==> config.mk <==
export PLATFORM = sky130hd
export DESIGN_NAME = id_regfile_mp
export DESIGN_NICKNAME = d
export VERILOG_FILES = /design/src/rtl/id_regfile_mp.sv
export SDC_FILE = /design/constraint.sdc
export NUM_CORES = 2
export LEC_CHECK = 0
export BUFFER_PORTS_ARGS = -buffer_cell sky130_fd_sc_hd__buf_4
export CORE_AREA = 2 2 456 458
export DETAILED_ROUTE_END_ITERATION = 10
export DIE_AREA = 0 0 458 460
export GPL_TIMING_DRIVEN = 0
export PLACE_DENSITY_LB_ADDON = 0.3
export SYNTH_ARGS = -nofsm -noshare
export SYNTH_HDL_FRONTEND = slang
export SYNTH_SLANG_ARGS = --single-unit
==> constraint.sdc <==
create_clock -name clk -period 3.4 [get_ports clk]
set_input_delay 0.34 -clock clk [delete_from_list [all_inputs] [get_ports clk]]
set_output_delay 0.34 -clock clk [all_outputs]
set_load 0.005 [all_outputs]
==> src/rtl/id_regfile_mp.sv <==
`default_nettype none
// ============================================================================
// Module   : id_regfile_mp
// Brief    : Multi-port decode-stage integer register file with busy scoreboard.
// Revision : 1.0
// ============================================================================
module id_regfile_mp #(
    parameter int DATA_W       = 32,
    parameter int NUM_REGS     = 32,
    parameter int ADDR_W       = $clog2(NUM_REGS),
    parameter int NUM_RD_PORTS = 2,
    parameter int NUM_WR_PORTS = 1,
    parameter int BYPASS       = 1
) (
    input  logic                           clk,
    input  logic                           rstn,
    input  logic [NUM_RD_PORTS*ADDR_W-1:0] rd_addr,
    output logic [NUM_RD_PORTS*DATA_W-1:0] rd_data,
    output logic [NUM_RD_PORTS-1:0]        rd_busy,
    input  logic [NUM_WR_PORTS-1:0]        wr_en,
    input  logic [NUM_WR_PORTS*ADDR_W-1:0] wr_addr,
    input  logic [NUM_WR_PORTS*DATA_W-1:0] wr_data,
    input  logic                           reserve_en,
    input  logic [ADDR_W-1:0]              reserve_addr,
    input  logic                           flush,
    output logic [NUM_REGS-1:0]            busy_vec,
    output logic [NUM_REGS*DATA_W-1:0]     debug_reg
);

    localparam logic [ADDR_W:0] c_NUM_REGS = (ADDR_W+1)'(NUM_REGS);

    // Index 0 and indices past the last register are never stored or tracked.
    function automatic logic valid_idx(input logic [ADDR_W-1:0] a);
        return (a != '0) && ({1'b0, a} < c_NUM_REGS);
    endfunction

    logic [DATA_W-1:0]   regs_q [NUM_REGS];
    logic [DATA_W-1:0]   regs_d [NUM_REGS];
    logic [NUM_REGS-1:0] busy_q;
    logic [NUM_REGS-1:0] busy_d;

    always_comb begin
        regs_d = regs_q;
        busy_d = busy_q;
        for (int w = 0; w < NUM_WR_PORTS; w++) begin
            if (wr_en[w] && valid_idx(wr_addr[w*ADDR_W +: ADDR_W])) begin
                regs_d[wr_addr[w*ADDR_W +: ADDR_W]] = wr_data[w*DATA_W +: DATA_W];
                busy_d[wr_addr[w*ADDR_W +: ADDR_W]] = 1'b0;
            end
        end
        // A reservation is applied after the writes so a new producer supersedes the old one.
        if (flush) begin
            busy_d = '0;
        end else if (reserve_en && valid_idx(reserve_addr)) begin
            busy_d[reserve_addr] = 1'b1;
        end
    end

    always_ff @(posedge clk or negedge rstn) begin
        if (!rstn) begin
            for (int r = 0; r < NUM_REGS; r++) begin
                regs_q[r] <= '0;
            end
            busy_q <= '0;
        end else begin
            regs_q <= regs_d;
            busy_q <= busy_d;
        end
    end

    assign busy_vec = busy_q;

    generate
        for (genvar r = 0; r < NUM_REGS; r++) begin : g_dbg
            assign debug_reg[r*DATA_W +: DATA_W] = regs_q[r];
        end

        for (genvar p = 0; p < NUM_RD_PORTS; p++) begin : g_rd
            logic [ADDR_W-1:0] w_addr;
            logic [DATA_W-1:0] w_data;
            logic              w_busy;

            assign w_addr = rd_addr[p*ADDR_W +: ADDR_W];

            // Gating on rstn keeps a bypassed write from leaking out during reset.
            always_comb begin
                w_data = '0;
                w_busy = 1'b0;
                if (rstn && valid_idx(w_addr)) begin
                    w_data = regs_q[w_addr];
                    w_busy = busy_q[w_addr];
                    if (BYPASS != 0) begin
                        for (int w = 0; w < NUM_WR_PORTS; w++) begin
                            if (wr_en[w] && (wr_addr[w*ADDR_W +: ADDR_W] == w_addr)) begin
                                w_data = wr_data[w*DATA_W +: DATA_W];
                                w_busy = 1'b0;
                            end
                        end
                    end
                end
            end

            assign rd_data[p*DATA_W +: DATA_W] = w_data;
            assign rd_busy[p]                  = w_busy;
        end
    endgenerate

endmodule
`default_nettype wire

==> impl_metrics.json <==
{
  "ys_ff_latch": 1056,
  "drc": 0,
  "io_buffers": 1167,
  "min_to": "busy_vec[29]",
  "crit_required_ns": 3.06,
  "gr-total-overflow": 0,
  "grt_max_degree": 170,
  "critPathMaxFanout": 10,
  "cts_buffers": 137,
  "post_dp_cell_area_sq_mm": 0.06945,
  "reg2reg_slack_ns": 2.10,
  "grt_pass1_vias": 46935,
  "finalPower_mw": 48.50,
  "fmax_mhz": 288.0,
  "drt_iter0_markers": 6379,
  "clock_latency_ns": 0.84,
  "layout-drive-gt1-share": 0.5654,
  "synth_cell_types": 48,
  "vias_per_cell": 5.931,
  "min-delay-start": "reserve_addr[0]",
  "period_share": 1.021,
  "avgRoutedWirePerCell_um": 48.35,
  "ys_seq_area_frac": 0.4634,
  "crit_type": "input pin to output pin",
  "track_usage": 0.3684,
  "power.leakage_nw": 34.74,
  "io_pins": 1179,
  "netlist_instances": 4044,
  "final_nets": 5467,
  "async_flop_share": 1.000,
  "rsz0062_at_grt": "yes",
  "finalMaxSlewViolations": 7,
  "core_area_sq_mm": 0.2060,
  "drv_cap": 1,
  "dp_hpwl_um": 319900,
  "worst_setup_path_start_kind": "input pin",
  "holdWs_ns": 0.07364,
  "area_growth_pct": 33.06,
  "die_w_um": 458,
  "finalWirelength_um": 398000,
  "timing.rr.end": "busy_vec[13]",
  "slew_headroom": -0.02505,
  "grt_pass1_wl_um": 506500,
  "critical_path_arrival_ns": 3.13,
  "final_core_util": 0.3683,
  "tightest_slew_ns": 1.538,
  "hold_class": "input pin to flop",
  "status": "finished with violations",
  "vias": 48822,
  "syn_nets": 4101,
  "largest_reg_flops": 1024,
  "fin_crit_ns": 3.472,
  "power_density_mw_per_mm2": 639.2,
  "design_area_sq_mm": 0.07587,
  "firstDrtPassIters": 6,
  "synth_edf_count": 0,
  "r2r_cells": 3,
  "place_congestion": 0.9696,
  "syn_area_per_cell_sq_um": 14.10,
  "synth_area_sq_mm": 0.05702,
  "critPathCaptureType": "output pin",
  "clk_pin_slew_ns": 0.06,
  "hold_viol_final": 0,
  "cts_root_buf": "clkbuf_16",
  "cts_buffer_depth": 3,
  "skew_ns": 0,
  "finalSetupViolCount": 17,
  "dieArea_sq_mm": 0.2107,
  "ir_worst_vdd_v": 0.0005719,
  "cts_tree": "built",
  "cts.sinks": 1056,
  "synth_ff_type": "dfrtp_1",
  "cts-htree-levels": 4,
  "yosys_warnings": 0,
  "antenna_found_initial": 57,
  "std_cell_rows": 167,
  "postRouteAntennaNets": 0,
  "setup_slack_ns": -0.07232,
  "violations": "capacitance limit, slew limit, setup timing",
  "initial_core_util": 0.2768,
  "chipHeight_um": 460,
  "whs_path_depth": 5,
  "regToRegStartpoint": "busy_vec[13]"
}
-- cell usage after synthesis, types with 3 or more instances --
| cell type | instances | area, sq um |
|---|---|---|
| xnor2_1 | 5 | 43.79 |
| and3_1 | 8 | 50.05 |
| xor2_1 | 5 | 43.79 |
| nor2_1 | 83 | 311.6 |
| buf_4 | 17 | 127.6 |
| nand2b_1 | 7 | 43.79 |
| o221ai_1 | 31 | 271.5 |
| nand3b_1 | 3 | 22.52 |
| nand3_1 | 94 | 470.5 |
| buf_6 | 9 | 101.4 |
| a32o_1 | 29 | 290.3 |
| buf_1 | 57 | 214.0 |
| o211ai_1 | 31 | 232.7 |
| nor2b_1 | 11 | 68.82 |
| a311oi_1 | 4 | 35.03 |
| inv_1 | 5 | 18.77 |
| clkbuf_1 | 281 | 1055 |
| and3b_1 | 3 | 26.28 |
| and2_1 | 10 | 62.56 |
| a21oi_1 | 67 | 335.3 |
| mux2i_1 | 291 | 2913 |
| a211oi_1 | 5 | 37.54 |
| mux2_2 | 969 | 10910 |
| a22oi_1 | 115 | 863.3 |
| dfrtp_1 | 1056 | 26430 |
| mux4_2 | 404 | 9099 |
| o211a_1 | 31 | 310.3 |
| o22ai_1 | 32 | 200.2 |
| mux2_1 | 55 | 619.3 |
| a221oi_1 | 34 | 297.8 |
| buf_2 | 108 | 540.5 |
| nand2_1 | 120 | 450.4 |
| a221o_1 | 30 | 300.3 |
| nor3_1 | 10 | 50.05 |
| a22o_1 | 6 | 52.55 |
-- metrics by stage --
| stage | cells | TNS [ns] | setup slack [ns] |
|---|---|---|---|
| 2_1_floorplan | 4044 | 0 | 0.9239 |
| 5_1_grt | 8218 | -0.01959 | -0.01764 |
| 4_1_cts | 8213 | -0.1534 | -0.06819 |
| 3_3_place_gp | 7915 | - | -13.09 |
| 3_5_place_dp | 7925 | -71.46 | -1.373 |
| 6_report | 8231 | -0.3880 | -0.07232 |
-- timing repair --
| action | CTS | global route |
|---|---|---|
| endpoints found under the setup margin | 66 | 55 |
| pin swaps | 3 | 3 |
| gates resized for setup | 313 | 74 |
| setup buffers | 0 | 2 |
| cloned | 2 | 0 |
| hold buffers | 48 | 0 |
| hold endpoints to repair | 310 | 0 |
-- how the worst max path moves through the flow --
stage	startpoint	to	slack, ns	depth (start not counted)
after global routing	rd_addr[0]	rd_data[30]	-0.02	10
after CTS	debug_reg[628]	rd_data[52]	-0.07	6
after floorplan	rd_addr[6]	rd_data[32]	0.92	7
after detailed placement	rd_addr[0]	rd_data[15]	-1.37	8
final	rd_addr[6]	rd_data[43]	-0.07	8
after global placement	rstn	rd_data[37]	-13.09	7
-- kinds of logic (layout without fill, tap and decap cells) --
kind of cell | Yosys count | count (layout) | share of synthesized area
other cells | 0 | 16 | 0
compound gates | 424 | 424 | 0.05780
simple gates | 357 | 357 | 0.02824
mux | 1719 | 1719 | 0.4129
xor+xnor | 10 | 10 | 0.001536
buf+inv | 478 | 1945 | 0.03614
flops | 1056 | 1056 | 0.4634
-- where the power goes --
part / leakage [nW] / switching (mW) / internal, mW
logic: 19.0 / 8.26 / 7.23
clock network: 2.22 / 6.45 / 8.75
registers: 13.6 / 2.93 / 14.9
total: 34.7 / 17.6 / 30.9
-- layout make-up --
type,instances,area (sq um)
diodes,16,40.04
plain buffers,470,2626
clock buffers,192,3909
clock inverters,48,610.6
fillers,20101,130200
inverters,6,22.52
multi-input cells,2510,29200
flip-flops and latches,1056,26430
well taps,2704,3383
repair buffers,1229,9656
-- critical path: stages --
cell	delay (ns)
buf_2	0.18
buf_2	0.45
clkbuf_2	0.75
mux4_2	0.47
nand3_1	0.12
o211ai_1	0.11
a221o_2	0.49
buf_4	0.18
-- placed cells by master (no fill, tap or decap), types with 8 or more instances in the layout --
master and n:
nor3_1 9, clkinv_2 21, buf_8 11, clkbuf_16 140, mux2_1 55, and2_1 9, clkbuf_1 219, o22ai_1 32
a221o_2 23, mux4_2 404, mux2i_4 20, diode_2 16, nand2_1 117, o211a_1 31, a221oi_2 24, buf_2 65
dfrtp_1 1052, o211ai_1 31, a22oi_1 110, buf_16 12, a32o_1 29, buf_4 1195, and3_1 8, nor2_1 81
a221oi_1 8, clkbuf_8 27, dlygate4sd3_1 43, mux2_2 968, bufinv_16 9, clkbuf_4 26, buf_6 40, clkbuf_2 63
nand3_1 94, buf_1 44, a21oi_1 66, o221ai_1 29, nor2b_1 10, mux2i_1 264
-- metal layers --
metal,up-vias,track usage,share of wire
met5,-,0,0.00019
met3,643,0.1448,0.12
met1,26422,0.4705,0.39
met2,3337,0.5323,0.42
li1,18408,-,-
met4,12,0.2002,0.065
Power figures use the tool's default switching activity.
